`config.mk`:
```
export PLATFORM = sky130hd
export DESIGN_NAME = dump_sample_corrector_flat
export DESIGN_NICKNAME = d
export VERILOG_FILES = /design/src/rtl/dump_sample_corrector_if.sv /design/src/rtl/dump_sample_corrector.sv /design/src/flat_wrapper.sv
export SDC_FILE = /design/constraint.sdc
export NUM_CORES = 1
export LEC_CHECK = 0
export ABC_AREA = 1
export BUFFER_PORTS_ARGS = -buffer_cell sky130_fd_sc_hd__buf_2
export CAP_MARGIN = 10
export CORE_AREA = 2 2 141 102
export DETAILED_ROUTE_END_ITERATION = 12
export DIE_AREA = 0 0 143 104
export GPL_ROUTABILITY_DRIVEN = 0
export PLACE_DENSITY = 0.68
export SETUP_SLACK_MARGIN = 0.2
export SLEW_MARGIN = 20
export SYNTH_ARGS = -nofsm -noshare
export SYNTH_HDL_FRONTEND = slang
export SYNTH_SLANG_ARGS = --single-unit
```
`constraint.sdc`:
```
create_clock -name clk -period 4.15 [get_ports clk]
set_clock_uncertainty 0.05 [all_clocks]
set_input_delay 0.6225 -clock clk [delete_from_list [all_inputs] [get_ports clk]]
set_output_delay 0.6225 -clock clk [all_outputs]
set_load 0.01 [all_outputs]
```
`src/rtl/dump_sample_corrector_if.sv`:
```
// Handshake bundle between the dump state machine / SPI readback, the corrector and the UART TX.
// The producer side (dump SM, SPI, RAM, UART status) uses master; the corrector uses slave.
interface dump_sample_corrector_if;
  logic        flopGain;
  logic        flopOffset;
  logic [15:0] spi_rd_data;
  logic        startUARTresp;
  logic [7:0]  ram_data;
  logic        tx_rdy;
  logic        trmt;
  logic [7:0]  tx_data;
  logic        busy;
  logic        ovr;

  modport master (
    output flopGain, flopOffset, spi_rd_data, startUARTresp, ram_data, tx_rdy,
    input  trmt, tx_data, busy, ovr
  );

  modport slave (
    input  flopGain, flopOffset, spi_rd_data, startUARTresp, ram_data, tx_rdy,
    output trmt, tx_data, busy, ovr
  );
endinterface

```
`src/rtl/dump_sample_corrector.sv`:
```
// Applies EEPROM gain/offset to each dumped RAM sample: sat_u8(((raw + offset) * gain) >>> GAIN_SHIFT).
// Optional saturation-event counter enabled by defining SAT_CNT_EN.
module dump_sample_corrector #(
  parameter int GAIN_SHIFT = 7,
  parameter int SAT_CNT_W  = 16
) (
  input  logic                  clk,
  input  logic                  rst,
  dump_sample_corrector_if.slave bus
`ifdef SAT_CNT_EN
  ,
  output logic [SAT_CNT_W-1:0]  sat_cnt
`endif
);

  typedef enum logic [2:0] {IDLE, SUM, MUL, SAT, SEND} state_e;

  state_e             state_q, state_d;
  logic [7:0]         gain_q, gain_d;
  logic [7:0]         offset_q, offset_d;
  logic [7:0]         raw_q, raw_d;
  logic signed [9:0]  sum_q, sum_d;
  logic [7:0]         gain_use_q, gain_use_d;
  logic signed [18:0] prod_q, prod_d;
  logic [7:0]         result_q, result_d;
  logic [7:0]         tx_data_q, tx_data_d;
  logic               trmt_q, trmt_d;
  logic               busy_q, busy_d;
  logic               ovr_q, ovr_d;
`ifdef SAT_CNT_EN
  logic [SAT_CNT_W-1:0] sat_cnt_q, sat_cnt_d;
`endif

  logic signed [18:0] shifted;
  logic signed [18:0] sum_ext;
  logic signed [18:0] gain_ext;
  logic               clamp_lo;
  logic               clamp_hi;
  logic [7:0]         clamped;
  logic               unused_spi_hi;

  assign unused_spi_hi = ^bus.spi_rd_data[15:8];

  assign shifted  = prod_q >>> GAIN_SHIFT;
  assign clamp_lo = shifted < 19'sd0;
  assign clamp_hi = shifted > 19'sd255;
  assign clamped  = clamp_lo ? 8'h00 : (clamp_hi ? 8'hFF : shifted[7:0]);
  assign sum_ext  = {{9{sum_q[9]}}, sum_q};
  assign gain_ext = {11'b0, gain_use_q};

  always_comb begin
    // NOTE: every always_comb output gets a default first so no path can infer a latch.
    state_d    = state_q;
    gain_d     = gain_q;
    offset_d   = offset_q;
    raw_d      = raw_q;
    sum_d      = sum_q;
    gain_use_d = gain_use_q;
    prod_d     = prod_q;
    result_d   = result_q;
    tx_data_d  = tx_data_q;
    trmt_d     = 1'b0;
    ovr_d      = 1'b0;
`ifdef SAT_CNT_EN
    sat_cnt_d  = sat_cnt_q;
`endif

    if (bus.flopGain)   gain_d   = bus.spi_rd_data[7:0];
    if (bus.flopOffset) offset_d = bus.spi_rd_data[7:0];

    // Gain is snapshotted in SUM so a mid-flight reload only affects later samples.
    unique case (state_q)
      IDLE: if (bus.startUARTresp) begin
        raw_d   = bus.ram_data;
        state_d = SUM;
      end
      SUM: begin
        sum_d      = $signed({2'b00, raw_q}) + $signed({{2{offset_q[7]}}, offset_q});
        gain_use_d = gain_q;
        state_d    = MUL;
      end
      MUL: begin
        prod_d  = sum_ext * gain_ext;
        state_d = SAT;
      end
      SAT: begin
        result_d = clamped;
`ifdef SAT_CNT_EN
        if ((clamp_lo || clamp_hi) && !(&sat_cnt_q)) sat_cnt_d = sat_cnt_q + 1'b1;
`endif
        // An idle UART lets trmt fire on SEND entry, giving the four-cycle latency.
        if (bus.tx_rdy) begin
          trmt_d    = 1'b1;
          tx_data_d = clamped;
        end
        state_d = SEND;
      end
      SEND: begin
        if (trmt_q) begin
          state_d = IDLE;
        end else if (bus.tx_rdy) begin
          trmt_d    = 1'b1;
          tx_data_d = result_q;
        end
      end
      default: state_d = IDLE;
    endcase

    if (bus.startUARTresp && (state_q != IDLE)) ovr_d = 1'b1;
    busy_d = (state_d != IDLE);
  end

  always_ff @(posedge clk) begin
    // NOTE: sequential state uses non-blocking assignments only, so every flop samples pre-edge values.
    if (rst) begin
      state_q    <= IDLE;
      gain_q     <= 8'h80;
      offset_q   <= 8'h00;
      raw_q      <= 8'h00;
      sum_q      <= '0;
      gain_use_q <= 8'h00;
      prod_q     <= '0;
      result_q   <= 8'h00;
      tx_data_q  <= 8'h00;
      trmt_q     <= 1'b0;
      busy_q     <= 1'b0;
      ovr_q      <= 1'b0;
`ifdef SAT_CNT_EN
      sat_cnt_q  <= '0;
`endif
    end else begin
      state_q    <= state_d;
      gain_q     <= gain_d;
      offset_q   <= offset_d;
      raw_q      <= raw_d;
      sum_q      <= sum_d;
      gain_use_q <= gain_use_d;
      prod_q     <= prod_d;
      result_q   <= result_d;
      tx_data_q  <= tx_data_d;
      trmt_q     <= trmt_d;
      busy_q     <= busy_d;
      ovr_q      <= ovr_d;
`ifdef SAT_CNT_EN
      sat_cnt_q  <= sat_cnt_d;
`endif
    end
  end

  assign bus.trmt    = trmt_q;
  assign bus.tx_data = tx_data_q;
  assign bus.busy    = busy_q;
  assign bus.ovr     = ovr_q;
`ifdef SAT_CNT_EN
  assign sat_cnt     = sat_cnt_q;
`endif

endmodule
```
`src/flat_wrapper.sv`:
```
// flat-port wrapper written by rule: the top's interface ports become plain ports
module dump_sample_corrector_flat 
#(
  parameter int GAIN_SHIFT = 7,
  parameter int SAT_CNT_W  = 16
)
  (clk, rst, bus_flopGain, bus_flopOffset, bus_spi_rd_data, bus_startUARTresp, bus_ram_data, bus_tx_rdy, bus_trmt, bus_tx_data, bus_busy, bus_ovr);
  dump_sample_corrector_if bus_i ();
  input  logic clk;
  input  logic rst;
  input wire logic [$bits(bus_i.flopGain)-1:0] bus_flopGain;
  input wire logic [$bits(bus_i.flopOffset)-1:0] bus_flopOffset;
  input wire logic [$bits(bus_i.spi_rd_data)-1:0] bus_spi_rd_data;
  input wire logic [$bits(bus_i.startUARTresp)-1:0] bus_startUARTresp;
  input wire logic [$bits(bus_i.ram_data)-1:0] bus_ram_data;
  input wire logic [$bits(bus_i.tx_rdy)-1:0] bus_tx_rdy;
  output wire logic [$bits(bus_i.trmt)-1:0] bus_trmt;
  output wire logic [$bits(bus_i.tx_data)-1:0] bus_tx_data;
  output wire logic [$bits(bus_i.busy)-1:0] bus_busy;
  output wire logic [$bits(bus_i.ovr)-1:0] bus_ovr;
  assign bus_i.flopGain = bus_flopGain;
  assign bus_i.flopOffset = bus_flopOffset;
  assign bus_i.spi_rd_data = bus_spi_rd_data;
  assign bus_i.startUARTresp = bus_startUARTresp;
  assign bus_i.ram_data = bus_ram_data;
  assign bus_i.tx_rdy = bus_tx_rdy;
  assign bus_trmt = bus_i.trmt;
  assign bus_tx_data = bus_i.tx_data;
  assign bus_busy = bus_i.busy;
  assign bus_ovr = bus_i.ovr;
  dump_sample_corrector #(.GAIN_SHIFT(GAIN_SHIFT), .SAT_CNT_W(SAT_CNT_W)) u_core (.clk(clk), .rst(rst), .bus(bus_i));
endmodule
```
==> flow_metrics.env <==
export IMPL_grt_pass1_wl_um=24200
export IMPL_setup_violations=0
export IMPL_grt_pass1_vias=5177
export IMPL_status="completed"
export IMPL_ys_seq_area_share_pct=23.5
export IMPL_syn_num_nets=1025
export IMPL_n_antenna_cell=0
export IMPL_drc=0
export IMPL_avgViaCountPerCell=4.79
export IMPL_fp_dieW_um=143
export IMPL_vias=5470
export IMPL_avgSynthCellArea_um2=7.31
export IMPL_finalCriticalPeriod_ps=4150
export IMPL_fillers=1214
export IMPL_synth_cell_type_count=37
export IMPL_r2r_start="u_core.sum_q[9]$_SDFFE_PP0N_"
export IMPL_die_y_um=104
export IMPL_path_cells="nand2_4, buf_4, fa_1, inv_1, fa_1, fa_1, inv_2, fa_1, inv_2, ha_4, nand2_4, nor4_2, nand2_1, nand3_1, nand3_2, nand2_1, inv_1"
export IMPL_max_stage_delay_ps=540
export IMPL_dp_hpwl_um=10700
export IMPL_cts_hold_buf=0
export IMPL_rows=36
export IMPL_worstSetupStartpoint="u_core.sum_q[9]$_SDFFE_PP0N_"
export IMPL_synthCells=886
export IMPL_top_layer="met4"
export IMPL_required_ps=4330
export IMPL_arrival_ps=4330
export IMPL_report_final_slew_viol_count=0
export IMPL_first_pass_iters=5
export IMPL_finalSetupTns_ps=0
export IMPL_worstMarginPinSlew_ps=802
export IMPL_crit_top_cell="fa_1"
export IMPL_pin_count=41
export IMPL_start_util_pct=47.8
export IMPL_crit_type="reg -> reg"
export IMPL_layout_commonest_cell="inv_1"
export IMPL_slew_headroom_pct=46.3
export IMPL_clkSinkCount=76
export IMPL_cts_buffer_depth=2
export IMPL_clockRootBuffer="clkbuf_16"
export IMPL_worstPathMaxFanout=7
export IMPL_placed_cells=1118
export IMPL_rsz0062_at_grt="yes"
export IMPL_nets=1088
export IMPL_dr_wl_met2_um=6370
export IMPL_port_buffers=32
export IMPL_power_mw=2.45
export IMPL_final_hold_violation_count=0
export IMPL_final_cell_mix="inv_1 (165), nand2_1 (151), nor2_1 (69)"
export IMPL_pre_cts_slack_ps=-242
export IMPL_synth_seq_cells=76
export IMPL_cts_htree_levels=3
export IMPL_antenna_left=0
export IMPL_ir_drop_uv=236
export IMPL_holdCritStartpoint="u_core.gain_q[7]$_SDFFE_PP1P_"
export IMPL_cts_tree="yes"
export IMPL_worst_path_max_delay_cell="fa_1"
export IMPL_drive_above_1_share_pct=25.2
export IMPL_antenna_found_initial=0
export IMPL_power_density_nw_per_um2=305
export IMPL_layout_cells_non_filler=1143
export IMPL_wl_um=14500
export IMPL_setup_ws_ps=2.79
export IMPL_synth_area_leader_cell="dfxtp_1"
export IMPL_end_kind="register"
export IMPL_utilization_pct=59.3
export IMPL_synth_top_cell_area_share_pct=23.5
export IMPL_core_um2=13600
export IMPL_cap_violations=0
export IMPL_grt_usage_pct=19.9
export IMPL_area_growth_pct=24.1
export IMPL_drtIter0Drc=295
export IMPL_clk_pin_slew_ps=60
export IMPL_clock_latency_ps=340
export IMPL_grt_max_degree=36
export IMPL_wl_per_cell_um=12.7
export IMPL_wl_met1_um=7590
export IMPL_dr_wl_met3_um=391
export IMPL_synth_area_top_cells="dfxtp_1 (23%), fa_1 (20%), inv_1 (11%)"
export IMPL_die_area_um2=14900
export IMPL_yosys_warnings=0
export IMPL_p_leak_nw=4.29
export IMPL_fmax_ghz=0.241
export IMPL_netlist_area_um2=6480
export IMPL_worst_setup_path_start_kind="register"
export IMPL_fin_crit_sh_pct=99.9
export IMPL_hold_class="reg -> reg"
export IMPL_cts_buffers=9
export IMPL_grt_ovfl_total=0
what timing repair did:
action                     CTS  global route
buffers inserted             5             5
resized for setup           53            95
setup endpoints to repair   11            12
pin swaps                   28            68
power breakdown:
part / switching, mW / internal (mW)
combinational: 0.453 / 0.346
clock: 0.302 / 0.475
sequential: 0.0722 / 0.801
synthesized netlist by cell type:
| library cell | number |
|---|---|
| o211ai_1 | 1 |
| o21bai_1 | 9 |
| xnor2_1 | 2 |
| dfxtp_1 | 76 |
| nor4_1 | 3 |
| a21oi_1 | 48 |
| o21a_1 | 6 |
| nand3_1 | 27 |
| nor2_4 | 1 |
| clkbuf_2 | 1 |
| nor3_1 | 3 |
| buf_6 | 1 |
| nand4_1 | 2 |
| nor2_8 | 1 |
| nand2_2 | 1 |
| nor2_1 | 76 |
| and2b_1 | 1 |
| inv_2 | 2 |
| a21o_1 | 2 |
| inv_1 | 192 |
| nor3_2 | 1 |
| clkbuf_1 | 23 |
| o21ai_0 | 71 |
| nor3_4 | 2 |
| o21ai_1 | 3 |
| or2_2 | 8 |
| ha_1 | 43 |
| buf_4 | 2 |
| xor2_1 | 9 |
| nand3b_1 | 2 |
| clkinv_1 | 2 |
| buf_2 | 7 |
| a31oi_1 | 8 |
| fa_1 | 66 |
| nand2_1 | 182 |
| or3_1 | 1 |
| or2_0 | 1 |
worst max-delay path, delay by kind of cell (launching register included):
| family | cells | cell delay (ps) |
|---|---|---|
| fa+ha+maj | 5 | 2370 |
| simple gates | 7 | 870 |
| flops | 1 | 430 |
| buf+inv | 5 | 320 |
flip-flops by register name (all words and copies together) (netlist names):
register / cells
u_core.prod_q: 12
u_core.sum_q: 10
u_core.bus.tx_data: 8
u_core.gain_q: 8
u_core.gain_use_q: 8
u_core.offset_q: 8
u_core.raw_q: 8
u_core.result_q: 8
u_core.state_q: 3
u_core.bus.busy: 1
u_core.bus.ovr: 1
u_core.bus.trmt: 1
path summary, 6_finish.rpt:
kind,slack (ps),cells past startpoint,end
max,3,17,u_core.prod_q[17]$_SDFFE_PP0N_
min,420,2,u_core.gain_q[7]$_SDFFE_PP1P_
max reg2reg,3,17,u_core.prod_q[17]$_SDFFE_PP0N_
min reg2reg,420,2,u_core.gain_q[7]$_SDFFE_PP1P_
metrics by stage:
stage               hold WS, ps  instance area (um2)
detailed placement          413                 7150
floorplan                   380                 6610
CTS                         426                 7700
finish                      422                 8040
global route                441                 8040
global placement            399                 7150
logic make-up (layout without fill, tap and decap cells):
family	count (synthesis)	in the layout	share of synthesized area [%]
and+or+nand+nor	312	312	20.3
buffers and inverters	230	297	13.7
AOI/OAI and AO/OA	148	148	12.3
adders and majority gates	109	109	28.7
DFF	76	76	23.5
xor gates and xnor gates	11	11	1.49
metal layers:
metal,GRT usage [%],vias up
met3,3.55,18
met5,0,-
met4,3.25,0
li1,-,2823
met1,30.2,2540
met2,30.0,89
final cells by class:
class	instances	area (um2)	area share, %
multi-input combinational	580	4630	57.5
sequential	76	1560	19.4
inverter	196	736	9.15
timing repair buffer	86	588	7.32
clock buffer	10	239	2.97
tap	190	238	2.96
clock inverter	5	52.6	0.654
Power figures use the tool's default switching activity.
